`src/rtl/sort4_pkg.sv`:
```
`default_nettype none
//==============================================================================
// sort4_pkg: shared types and helpers for the 4-input sorter front end.
// Rev 1.0
//==============================================================================
package sort4_pkg;

    localparam int c_width = 16;

    typedef enum logic [0:0] {
        FILL = 1'b0,
        PEND = 1'b1
    } state_t;

    typedef struct packed {
        logic [c_width-1:0] a;
        logic [c_width-1:0] b;
        logic [c_width-1:0] c;
        logic [c_width-1:0] d;
        logic [1:0]         pad_cnt;
    } frame_t;

    // A full frame (count 4) wraps to zero padding.
    function automatic logic [1:0] pad_for(input logic [2:0] cnt);
        logic [2:0] pad;
        pad = 3'd4 - cnt;
        return pad[1:0];
    endfunction

endpackage
`default_nettype wire

```
`src/rtl/sort4_frame_reg.sv`:
```
`default_nettype none
//==============================================================================
// sort4_frame_reg: output holding register presenting one frame to the sorter.
// Rev 1.0
//==============================================================================
module sort4_frame_reg
    import sort4_pkg::*;
#(
    parameter int WIDTH = c_width
) (
    input  logic                   clk,
    input  logic                   rst_n,
    input  logic                   i_load,
    input  logic [3:0][WIDTH-1:0]  i_words,
    input  logic [1:0]             i_pad,
    input  logic                   i_frame_ready,
    output logic [WIDTH-1:0]       o_a,
    output logic [WIDTH-1:0]       o_b,
    output logic [WIDTH-1:0]       o_c,
    output logic [WIDTH-1:0]       o_d,
    output logic [1:0]             o_pad_cnt,
    output logic                   o_frame_valid
);

    logic [3:0][WIDTH-1:0] r_words;
    logic [1:0]            r_pad;
    logic                  r_valid;

    // A load on the same edge as an accept keeps valid high.
    always_ff @(posedge clk or negedge rst_n) begin
        if (!rst_n) begin
            r_words <= '0;
            r_pad   <= '0;
            r_valid <= 1'b0;
        end else if (i_load) begin
            r_words <= i_words;
            r_pad   <= i_pad;
            r_valid <= 1'b1;
        end else if (i_frame_ready) begin
            r_valid <= 1'b0;
        end
    end

    assign o_a           = r_words[0];
    assign o_b           = r_words[1];
    assign o_c           = r_words[2];
    assign o_d           = r_words[3];
    assign o_pad_cnt     = r_pad;
    assign o_frame_valid = r_valid;

endmodule
`default_nettype wire

```
`src/rtl/sort4_frame_loader.sv`:
```
`default_nettype none
//==============================================================================
// sort4_frame_loader: groups a serial word stream into zero-padded 4-word frames.
// Rev 1.0
//==============================================================================
module sort4_frame_loader
    import sort4_pkg::*;
#(
    parameter int WIDTH = c_width
) (
    input  logic             clk,
    input  logic             rst_n,
    input  logic [WIDTH-1:0] in_data,
    input  logic             in_valid,
    output logic             in_ready,
    input  logic             flush,
    output logic [WIDTH-1:0] a,
    output logic [WIDTH-1:0] b,
    output logic [WIDTH-1:0] c,
    output logic [WIDTH-1:0] d,
    output logic             frame_valid,
    input  logic             frame_ready,
    output logic [1:0]       pad_cnt
);

    state_t                r_state;
    logic [1:0]            r_fill_cnt;
    logic [3:0][WIDTH-1:0] r_buf;
    logic [1:0]            r_pend_pad;

    logic                  w_fill;
    logic                  w_accept;
    logic                  w_out_free;
    logic                  w_close;
    logic                  w_load;
    logic [2:0]            w_cnt_after;
    logic [1:0]            w_pad;
    logic [3:0][WIDTH-1:0] w_words;
    logic [3:0][WIDTH-1:0] w_load_words;
    logic [1:0]            w_load_pad;

    assign w_fill      = (r_state == FILL);
    assign in_ready    = w_fill;
    assign w_accept    = in_valid && w_fill;
    assign w_out_free  = !frame_valid || frame_ready;
    assign w_cnt_after = {1'b0, r_fill_cnt} + {2'b00, w_accept};
    assign w_close     = w_fill && ((w_cnt_after == 3'd4) || (flush && (w_cnt_after != 3'd0)));
    assign w_pad       = pad_for(w_cnt_after);

    // Buffer image after this cycle's word, with slots past the count zeroed.
    generate
        for (genvar gi = 0; gi < 4; gi++) begin : g_slot
            assign w_words[gi] = (3'(gi) >= w_cnt_after)                  ? '0 :
                                 (w_accept && (r_fill_cnt == 2'(gi)))    ? in_data :
                                                                           r_buf[gi];
        end
    endgenerate

    assign w_load       = w_out_free && (w_close || !w_fill);
    assign w_load_words = w_fill ? w_words : r_buf;
    assign w_load_pad   = w_fill ? w_pad   : r_pend_pad;

    always_ff @(posedge clk or negedge rst_n) begin
        if (!rst_n) begin
            r_state    <= FILL;
            r_fill_cnt <= '0;
            r_buf      <= '0;
            r_pend_pad <= '0;
        end else if (w_fill) begin
            if (w_accept || w_close) begin
                r_buf <= w_words;
            end
            if (w_close) begin
                r_fill_cnt <= '0;
                r_pend_pad <= w_pad;
                if (!w_out_free) begin
                    r_state <= PEND;
                end
            end else if (w_accept) begin
                r_fill_cnt <= r_fill_cnt + 2'd1;
            end
        end else if (w_out_free) begin
            r_state <= FILL;
        end
    end

    sort4_frame_reg #(
        .WIDTH (WIDTH)
    ) u_frame_reg (
        .clk           (clk),
        .rst_n         (rst_n),
        .i_load        (w_load),
        .i_words       (w_load_words),
        .i_pad         (w_load_pad),
        .i_frame_ready (frame_ready),
        .o_a           (a),
        .o_b           (b),
        .o_c           (c),
        .o_d           (d),
        .o_pad_cnt     (pad_cnt),
        .o_frame_valid (frame_valid)
    );

endmodule
`default_nettype wire
```
`config.mk`:
```
export PLATFORM = sky130hd
export DESIGN_NAME = sort4_frame_loader
export DESIGN_NICKNAME = d
export VERILOG_FILES = /design/src/rtl/sort4_pkg.sv /design/src/rtl/sort4_frame_reg.sv /design/src/rtl/sort4_frame_loader.sv
export SDC_FILE = /design/constraint.sdc
export NUM_CORES = 1
export LEC_CHECK = 0
export CAP_MARGIN = 15
export CORE_ASPECT_RATIO = 0.8
export CORE_MARGIN = 4
export CORE_UTILIZATION = 35
export CTS_BUF_LIST = sky130_fd_sc_hd__clkbuf_2 sky130_fd_sc_hd__clkbuf_4 sky130_fd_sc_hd__clkbuf_8
export DETAILED_ROUTE_END_ITERATION = 10
export PLACE_DENSITY = 0.58
export SYNTH_ARGS = -nofsm -noshare
export SYNTH_HDL_FRONTEND = slang
export SYNTH_HIERARCHICAL = 1
export SYNTH_SLANG_ARGS = --single-unit
```
`constraint.sdc`:
```
create_clock -name clk -period 3.65 [get_ports clk]
set_input_delay 1.095 -clock clk [delete_from_list [all_inputs] [get_ports clk]]
set_output_delay 1.095 -clock clk [all_outputs]
set_load 0.05 [all_outputs]
```
==> results.toml, run 1 <==
[outcome]
status = "complete, no violations"

[yosys]
synthDistinctLibCells = 36
synth_ff_type = "dfrtp_1"
ys_warn_count = 6
netlist_instances = 568
ys_seq_area_share_pct = 52.1
synth-seq-cells = 136
synth_edf_count = 0
synth_area_um2 = 6530
syn_nets = 597
syn_area_per_cell_um2 = 11.5
synth-async-reset-ratio_pct = 100

[cts]
cts.reportedPaths.clkPinSlew_ns = 0.08
cts_resized = 0
cts_hold_buffers = 0
tritoncts = "done"
cts_buffers = 17
clockBufferDepth = 2
clock_latency_ns = 0.46
cts.sinks = 136
htreeDepth = 4
postCtsSetupRepairBufs = 0
clockRootBuffer = "clkbuf_8"

[layout]
finalInstanceArea_um2 = 8330
nFillCells = 1646
nNetsFinal = 695
syn2layout_area_growth_pct = 27.6
final_cell_mix = "dfrtp_1 (136), nand2_1 (99), clkdlybuf4s50_1 (87)"
drive_gt1_share_pct = 21.5
mostFrequentLayoutCell = "dfrtp_1"
diodes = 0
final_cell_count_no_fill = 932

[hold_path]
holdCritPathClass = "reg -> reg"
hold_depth = 1

[route]
viasPerCell = 5.25
wl_per_cell_um = 18.5
drtPass1Iterations = 5
vias = 4889
drc = 0
drt_wl_total_um = 17200
dr.first_iter.drc_count = 362
drtAntennaViolNets = 0

[setup_path]
cp-start-kind = "input port"
path_class = "in -> reg"
critPathRequiredTime_ns = 4.05
reg2reg_depth = 11
end_kind = "register"
critPathMaxFanout = 16
cp_data_arrival_time_ns = 3.82

[placed_design]
globalplace.congestion = 0.796
placedCellCount = 900
place_area_um2 = 7860
port_buffers = 88
dp_hpwl_um = 11400

[die]
start_util_pct = 35.8
die_w_um = 161
fp.dieH_um = 130
core_um2 = 18200
die_area_um2 = 20900
rows = 44
io_pins = 89

[power]
pwr_density_cell_nw_per_um2 = 843
ir_drop_v = 0.000549
p_leak_nw = 4.18

[sta]
setup_violations = 0
clock_skew_ns = 0.0106
period_needed_ns = 3.42
fin_crit_sh_pct = 93.8
fmax_mhz = 292
slew_violations = 0
rsz0062_at_grt = "false"
hold_violations = 0
slew_headroom_pct = 49.0
fin_tns_setup_ns = 0
tightest_slew_ns = 0.764

[global_route]
grt_overflow_total = 0
first_global_vias = 4834
grt_usage_pct = 16.7
grt_start_max_net_pins = 64
grt_antenna_before_repair = 0
grt_pass1_wl_um = 26900

[job]
drv_cap = 0
-- metrics by stage --
step / total power [W] / utilization, % / hold WS, ns / worst slack (ns)
floorplan: 0.00443 / - / 0.467 / 0.210
global placement: 0.00548 / 43.1 / 0.482 / -0.0879
detailed placement: 0.00558 / 43.1 / 0.483 / -0.208
CTS: 0.00707 / 45.7 / 0.506 / 0.281
global route: 0.00738 / 45.7 / 0.513 / 0.131
finish: 0.00702 / 45.7 / 0.505 / 0.227
-- registers in the layout (all words and copies together) (netlist names) --
signal and flops:
u_frame_reg/o_c 16, r_pend_pad 2, r_state 1, u_frame_reg/o_frame_valid 1, u_frame_reg/o_a 16, r_buf 64
u_frame_reg/o_b 16, r_fill_cnt 2, u_frame_reg/o_d 16, u_frame_reg/o_pad_cnt 2
-- cell usage after synthesis (all sizes together) (2+ instances only) --
cell / instances / area (um2)
nand3b: 3 / 26.3
dfrtp: 136 / 3400
inv: 11 / 41.3
a21o: 65 / 488
nand3: 16 / 80.1
a21oi: 36 / 180
mux2: 70 / 897
clkbuf: 13 / 48.8
ha: 8 / 100
and3b: 2 / 17.5
buf: 26 / 160
o21ai: 3 / 22.5
o211ai: 16 / 120
a22o: 48 / 420
nand2: 99 / 372
nor2: 4 / 17.5
-- critical path: stages --
cell             delay [ns]
clkdlybuf4s50_1        0.53
and2b_4                0.17
nand2_1                0.07
ha_1                   0.33
inv_1                  0.05
ha_1                   0.20
buf_4                  0.14
inv_1                  0.09
o32ai_4                0.11
o21ai_2                0.64
a22o_1                 0.24
mux2_4                 0.14
-- final timing paths --
check                      startpoint                  to  slack (ns)
min                          r_buf[8]            r_buf[8]        0.51
max reg2reg                   r_state  u_frame_reg/o_a[4]        0.68
max                          in_valid  u_frame_reg/o_a[4]        0.23
min reg2reg                  r_buf[8]            r_buf[8]        0.51
max in group asynchronous       rst_n           r_buf[48]        2.34
min in group asynchronous       rst_n  u_frame_reg/o_a[7]        0.58
-- report_power, final --
group / internal [W] / switching, W / total [W] / leakage, nW
logic: 0.00141 / 0.00200 / 0.00342 / 2.08
clock network: 0.000866 / 0.000599 / 0.00147 / 0.242
registers: 0.00187 / 0.000272 / 0.00214 / 1.86
total: 0.00415 / 0.00287 / 0.00702 / 4.18
-- per-layer routing --
layer  track usage (%)  wire length (um)  up-vias
li1                  -                 -     2227
met1              23.7              8320     2478
met2              24.2              7590      158
met3              4.42               909       26
met4              6.98               400        0
met5                 0                 0        -
-- area by class of cell --
| cell class | count | area [um2] | share of cell area, % |
|---|---|---|---|
| Multi-Input combinational cell | 382 | 2920 | 35.0 |
| Tap cell | 253 | 317 | 3.80 |
| Sequential cell | 136 | 3400 | 40.9 |
| Clock buffer | 20 | 275 | 3.30 |
| Clock inverter | 12 | 196 | 2.36 |
| Inverter | 11 | 41.3 | 0.496 |
| Timing Repair Buffer | 118 | 1180 | 14.2 |
-- cells by family (layout without fill, tap and decap cells) --
group,Yosys count,count (layout),share of synthesized area (%)
fa+ha+maj,8,8,1.53
flops,136,136,52.1
xor+xnor,2,2,0.268
buf+inv,50,161,3.83
mux,70,70,13.7
compound gates,173,173,20.1
simple gates,129,129,8.42
(Power assumes the default switching activity.)
==> run 2: changes to the inputs <==
PLACE_DENSITY = unset   (was 0.58)
PLACE_DENSITY_LB_ADDON = 0.08   (was unset)
SLEW_MARGIN = 10   (was unset)
==> results.toml, run 2 (synthesis gave the netlist of run 1 again) <==
[outcome]
status = "complete, no violations"

[cts]
cts_buffers = 17
clockBufferDepth = 2
cts.sinks = 136
cts_resized = 0
cts.reportedPaths.clkPinSlew_ns = 0.08
htreeDepth = 4
tritoncts = "done"
cts_hold_buffers = 0
clockRootBuffer = "clkbuf_8"
postCtsSetupRepairBufs = 0
clock_latency_ns = 0.44

[sta]
slew_violations = 0
tightest_slew_ns = 0.758
fmax_mhz = 305
fin_hold_ws_ns = 0.505
setup_violations = 0
fin_crit_sh_pct = 89.7
fin_tns_setup_ns = 0
clock_skew_ns = 0.0104
rsz0062_at_grt = "false"
period_needed_ns = 3.27
slew_headroom_pct = 49.5
worst_slack_ns = 0.375
hold_violations = 0

[setup_path]
path_class = "in -> reg"
reg2reg_depth = 10
critPathBufInv = 3
cp_data_arrival_time_ns = 3.60
cp_slowest_cell = "clkdlybuf4s50_1"
critPathMaxStageDelay_ns = 0.50
critPathRequiredTime_ns = 3.98
end_kind = "register"
critPathTopFamily = "buffers and inverters"
path_cells = "clkdlybuf4s50_1 -> and2b_4 -> nand2_1 -> ha_1 -> inv_1 -> ha_1 -> mux2_2 -> nor2_1 -> a21oi_4 -> buf_12 -> mux2_4"
cpMostUsedCell = "ha_1"
cp.depth = 11
critPathMaxFanout = 28
cp-start-kind = "input port"

[die]
start_util_pct = 35.8
die_area_um2 = 20900
fp.dieH_um = 130
core_um2 = 18200
rows = 44
die_w_um = 161
io_pins = 89

[global_route]
grtUsageMet2_pct = 27.6
grt_start_max_net_pins = 65
grt_pass1_wl_um = 28400
first_global_vias = 4937
grtUsageMet1_pct = 24.5
grt_antenna_before_repair = 0
grtUsageMet3_pct = 4.26
grt_overflow_total = 0
grt.busiest_layer = "met2"
grt_usage_pct = 17.6

[power]
ir_drop_v = 0.000349
pwr_density_cell_nw_per_um2 = 833
p_switching_w = 0.00283
pwr-share-comb_pct = 49.3
clock_power_share_pct = 19.6
sw_frac_of_total_pct = 41.2
p_leak_nw = 4.16
power.internal_w = 0.00405
pwr-share-seq_pct = 31.1

[route]
viasPerCell = 5.10
drc = 0
drtPass1Iterations = 4
dr.first_iter.drc_count = 300
drtAntennaViolNets = 0
drt_wl_total_um = 17900
wl_per_cell_um = 19.2
vias = 4756

[layout]
finalInstanceArea_um2 = 8270
final_cell_mix = "dfrtp_1 (136), nand2_1 (99), clkdlybuf4s50_1 (87)"
largest_reg_flops = 64
regMostFlops = "r_buf"
syn2layout_area_growth_pct = 26.7
final_cell_count_no_fill = 933
nNetsFinal = 698
drive_gt1_share_pct = 21.6
nFillCells = 1689
mostFrequentLayoutCell = "dfrtp_1"
diodes = 0

[placed_design]
dp_hpwl_um = 11800
placedCellCount = 903
place_area_um2 = 7850
port_buffers = 88
globalplace.congestion = 0.810
dp_slack_ns = -0.0932

[hold_path]
holdCritPathClass = "reg -> reg"
hold_depth = 1

[job]
drv_cap = 0
run 2: power by group through the flow:
| stage | Clock [W] | Sequential, W | Combinational, W |
|---|---|---|---|
| 3_3_place_gp | 0 | 0.00215 | 0.00337 |
| 3_5_place_dp | 0 | 0.00217 | 0.00341 |
| 6_report | 0.00135 | 0.00214 | 0.00340 |
| 5_1_grt | 0.00147 | 0.00219 | 0.00361 |
| 2_1_floorplan | 0 | 0.00274 | 0.00169 |
| 4_1_cts | 0.00140 | 0.00214 | 0.00342 |
run 2: layout make-up:
class | count | area [um2] | share of cell area [%]
Sequential cell | 136 | 3400 | 41.2
Multi-Input combinational cell | 382 | 2900 | 35.0
Timing Repair Buffer | 121 | 1190 | 14.4
Tap cell | 253 | 317 | 3.83
Clock buffer | 21 | 270 | 3.27
Clock inverter | 9 | 149 | 1.80
Inverter | 11 | 41.3 | 0.499
run 2: final timing paths:
kind | from | slack [ns] | end
min in group asynchronous | rst_n | 0.62 | u_frame_reg/o_a[6]
min | r_buf[9] | 0.50 | r_buf[9]
max | in_valid | 0.38 | u_frame_reg/o_a[1]
min reg2reg | r_buf[9] | 0.50 | r_buf[9]
max in group asynchronous | rst_n | 2.27 | r_buf[37]
max reg2reg | r_state | 0.81 | u_frame_reg/o_d[12]
run 2: through the flow:
step / util, % / power, W
floorplan: - / 0.00443
global placement: 43.1 / 0.00552
detailed placement: 43.1 / 0.00558
CTS: 45.4 / 0.00696
global route: 45.4 / 0.00727
finish: 45.4 / 0.00689
run 2: metal layers:
layer | part of all wire, % | vias up
li1 | - | 2225
met1 | 48 | 2406
met2 | 46 | 113
met3 | 4.9 | 12
met4 | 1.2 | 0
met5 | 0 | -
run 2: worst register-to-register path: stages, from the launching register on:
cell and delay (ns):
dfrtp_1 0.62, and2b_4 0.26, buf_4 0.15, xnor2_1 0.18, inv_1 0.09, ha_1 0.24
mux2_2 0.24, nor2_1 0.07, a21oi_4 0.23, buf_4 0.28, mux2_2 0.37
==> run 3: changes to the inputs <==
CAP_MARGIN = 10   (was 15)
PLACE_DENSITY = 0.54   (was unset)
PLACE_DENSITY_LB_ADDON = unset   (was 0.08)
==> results.toml, run 3 (synthesis gave the netlist of run 1 again) <==
[outcome]
status = "complete, no violations"

[layout]
final_util_pct = 45.5
drive_gt1_share_pct = 21.7
nNetsFinal = 697
final_cell_mix = "dfrtp_1 (136), nand2_1 (99), clkdlybuf4s50_1 (87)"
finalInstanceArea_um2 = 8290
regMostFlops = "r_buf"
largest_reg_flops = 64
syn2layout_area_growth_pct = 27.0
mostFrequentLayoutCell = "dfrtp_1"
diodes = 0

[sta]
period_needed_ns = 3.33
fin_crit_sh_pct = 91.3
hold_violations = 0
fmax_mhz = 300
fin_hold_ws_ns = 0.503
slew_headroom_pct = 50.4
fin_tns_setup_ns = 0
tightest_slew_ns = 0.743
clock_skew_ns = 0.0129
setup_violations = 0
rsz0062_at_grt = "false"
slew_violations = 0

[route]
drtAntennaViolNets = 0
drc = 0
wl_per_cell_um = 18.3
drt_wl_total_um = 17100
dr.first_iter.drc_count = 322
viasPerCell = 5.11
vias = 4777
drtPass1Iterations = 4

[hold_path]
holdPathEnd = "r_buf[7]"
hp-start = "r_buf[7]"
hold_depth = 1
holdCritPathClass = "reg -> reg"

[global_route]
grt_pass1_wl_um = 27400
first_global_vias = 4942
grt_overflow_total = 0
grt_start_max_net_pins = 62
grt_usage_pct = 17.0
grt_antenna_before_repair = 0

[placed_design]
dp_hpwl_um = 11500
port_buffers = 88
globalplace.congestion = 0.815
place_area_um2 = 7880

[setup_path]
cp_slowest_cell = "o21ai_2"
cp-start-kind = "input port"
reg2reg_to = "u_frame_reg/o_a[7]"
end_kind = "register"
r2r-start = "r_fill_cnt[0]"
cp_data_arrival_time_ns = 3.72
critPathMaxFanout = 16
reg2reg_setup_slack_ns = 0.88
critPathRequiredTime_ns = 4.04
critPathMaxStageDelay_ns = 0.63
path_cells = "clkdlybuf4s50_1 -> and2b_4 -> nand2_1 -> ha_1 -> inv_1 -> ha_1 -> buf_4 -> inv_1 -> o32ai_4 -> o21ai_2 -> a22o_1 -> mux2_4"
path_class = "in -> reg"
reg2reg_depth = 10
critPathBufInv = 4
critPathTopFamily = "compound AO/OA/AOI/OAI gates"

[cts]
cts_hold_buffers = 0
tritoncts = "done"
clockRootBuffer = "clkbuf_8"
htreeDepth = 4
cts.reportedPaths.clkPinSlew_ns = 0.08
cts_resized = 0
cts_buffers = 17
postCtsSetupRepairBufs = 0
clockBufferDepth = 2
clock_latency_ns = 0.45
cts.sinks = 136

[power]
ir_drop_v = 0.000458
p_leak_nw = 4.15
pwr_density_cell_nw_per_um2 = 824

[die]
fp.dieH_um = 130
core_um2 = 18200
start_util_pct = 35.8
rows = 44
die_area_um2 = 20900
die_w_um = 161
io_pins = 89

[job]
drv_cap = 0
==> run 3: changes by cell type in the layout (fill, tap and decap cells not counted), sizes merged <==
| cell | delta |
|---|---|
| clkinvlp | +2 |
| bufinv | -2 |
| clkbuf | -1 |
| inv | +2 |
| buf | -1 |
| clkinv | +1 |
==> run 3: where the power goes <==
| group | internal [W] | switching (W) | total [W] |
|---|---|---|---|
| Combinational | 0.00143 | 0.00199 | 0.00342 |
| Clock | 0.000660 | 0.000622 | 0.00128 |
| Sequential | 0.00187 | 0.000262 | 0.00213 |
==> run 3: worst max path at each step <==
stage	from	endpoint	slack, ns	cells after the start
final	in_valid	u_frame_reg/o_a[7]	0.32	12
after detailed placement	in_valid	u_frame_reg/o_a[13]	-0.17	12
after floorplan	in_valid	u_frame_reg/o_a[0]	0.21	12
after CTS	in_valid	u_frame_reg/o_a[1]	0.33	12
after global placement	in_valid	u_frame_reg/o_a[1]	-0.1	12
after global routing	in_valid	u_frame_reg/o_a[10]	0.16	12
==> run 3: layout make-up <==
cell class,count,area [um2]
multi-input combinational,382,2910
clock buffer,20,269
tap,253,317
fill,1686,9930
sequential,136,3400
clock inverter,12,141
timing repair buffer,120,1210
inverter,11,41.3
==> run 3: per-layer routing <==
layer	GRT usage, %	vias to the layer above	wire (um)
met5	0	-	0
met4	6.42	0	313
met3	4.33	17	986
met2	25.2	114	7410
met1	24.0	2414	8410
li1	-	2232	-
==> run 3: per-stage QoR <==
stage	std cells	power (W)	setup slack, ns
2_1_floorplan	568	0.00443	0.210
3_3_place_gp	902	0.00553	-0.0958
3_5_place_dp	902	0.00560	-0.171
4_1_cts	934	0.00690	0.328
5_1_grt	934	0.00724	0.157
6_report	934	0.00683	0.318
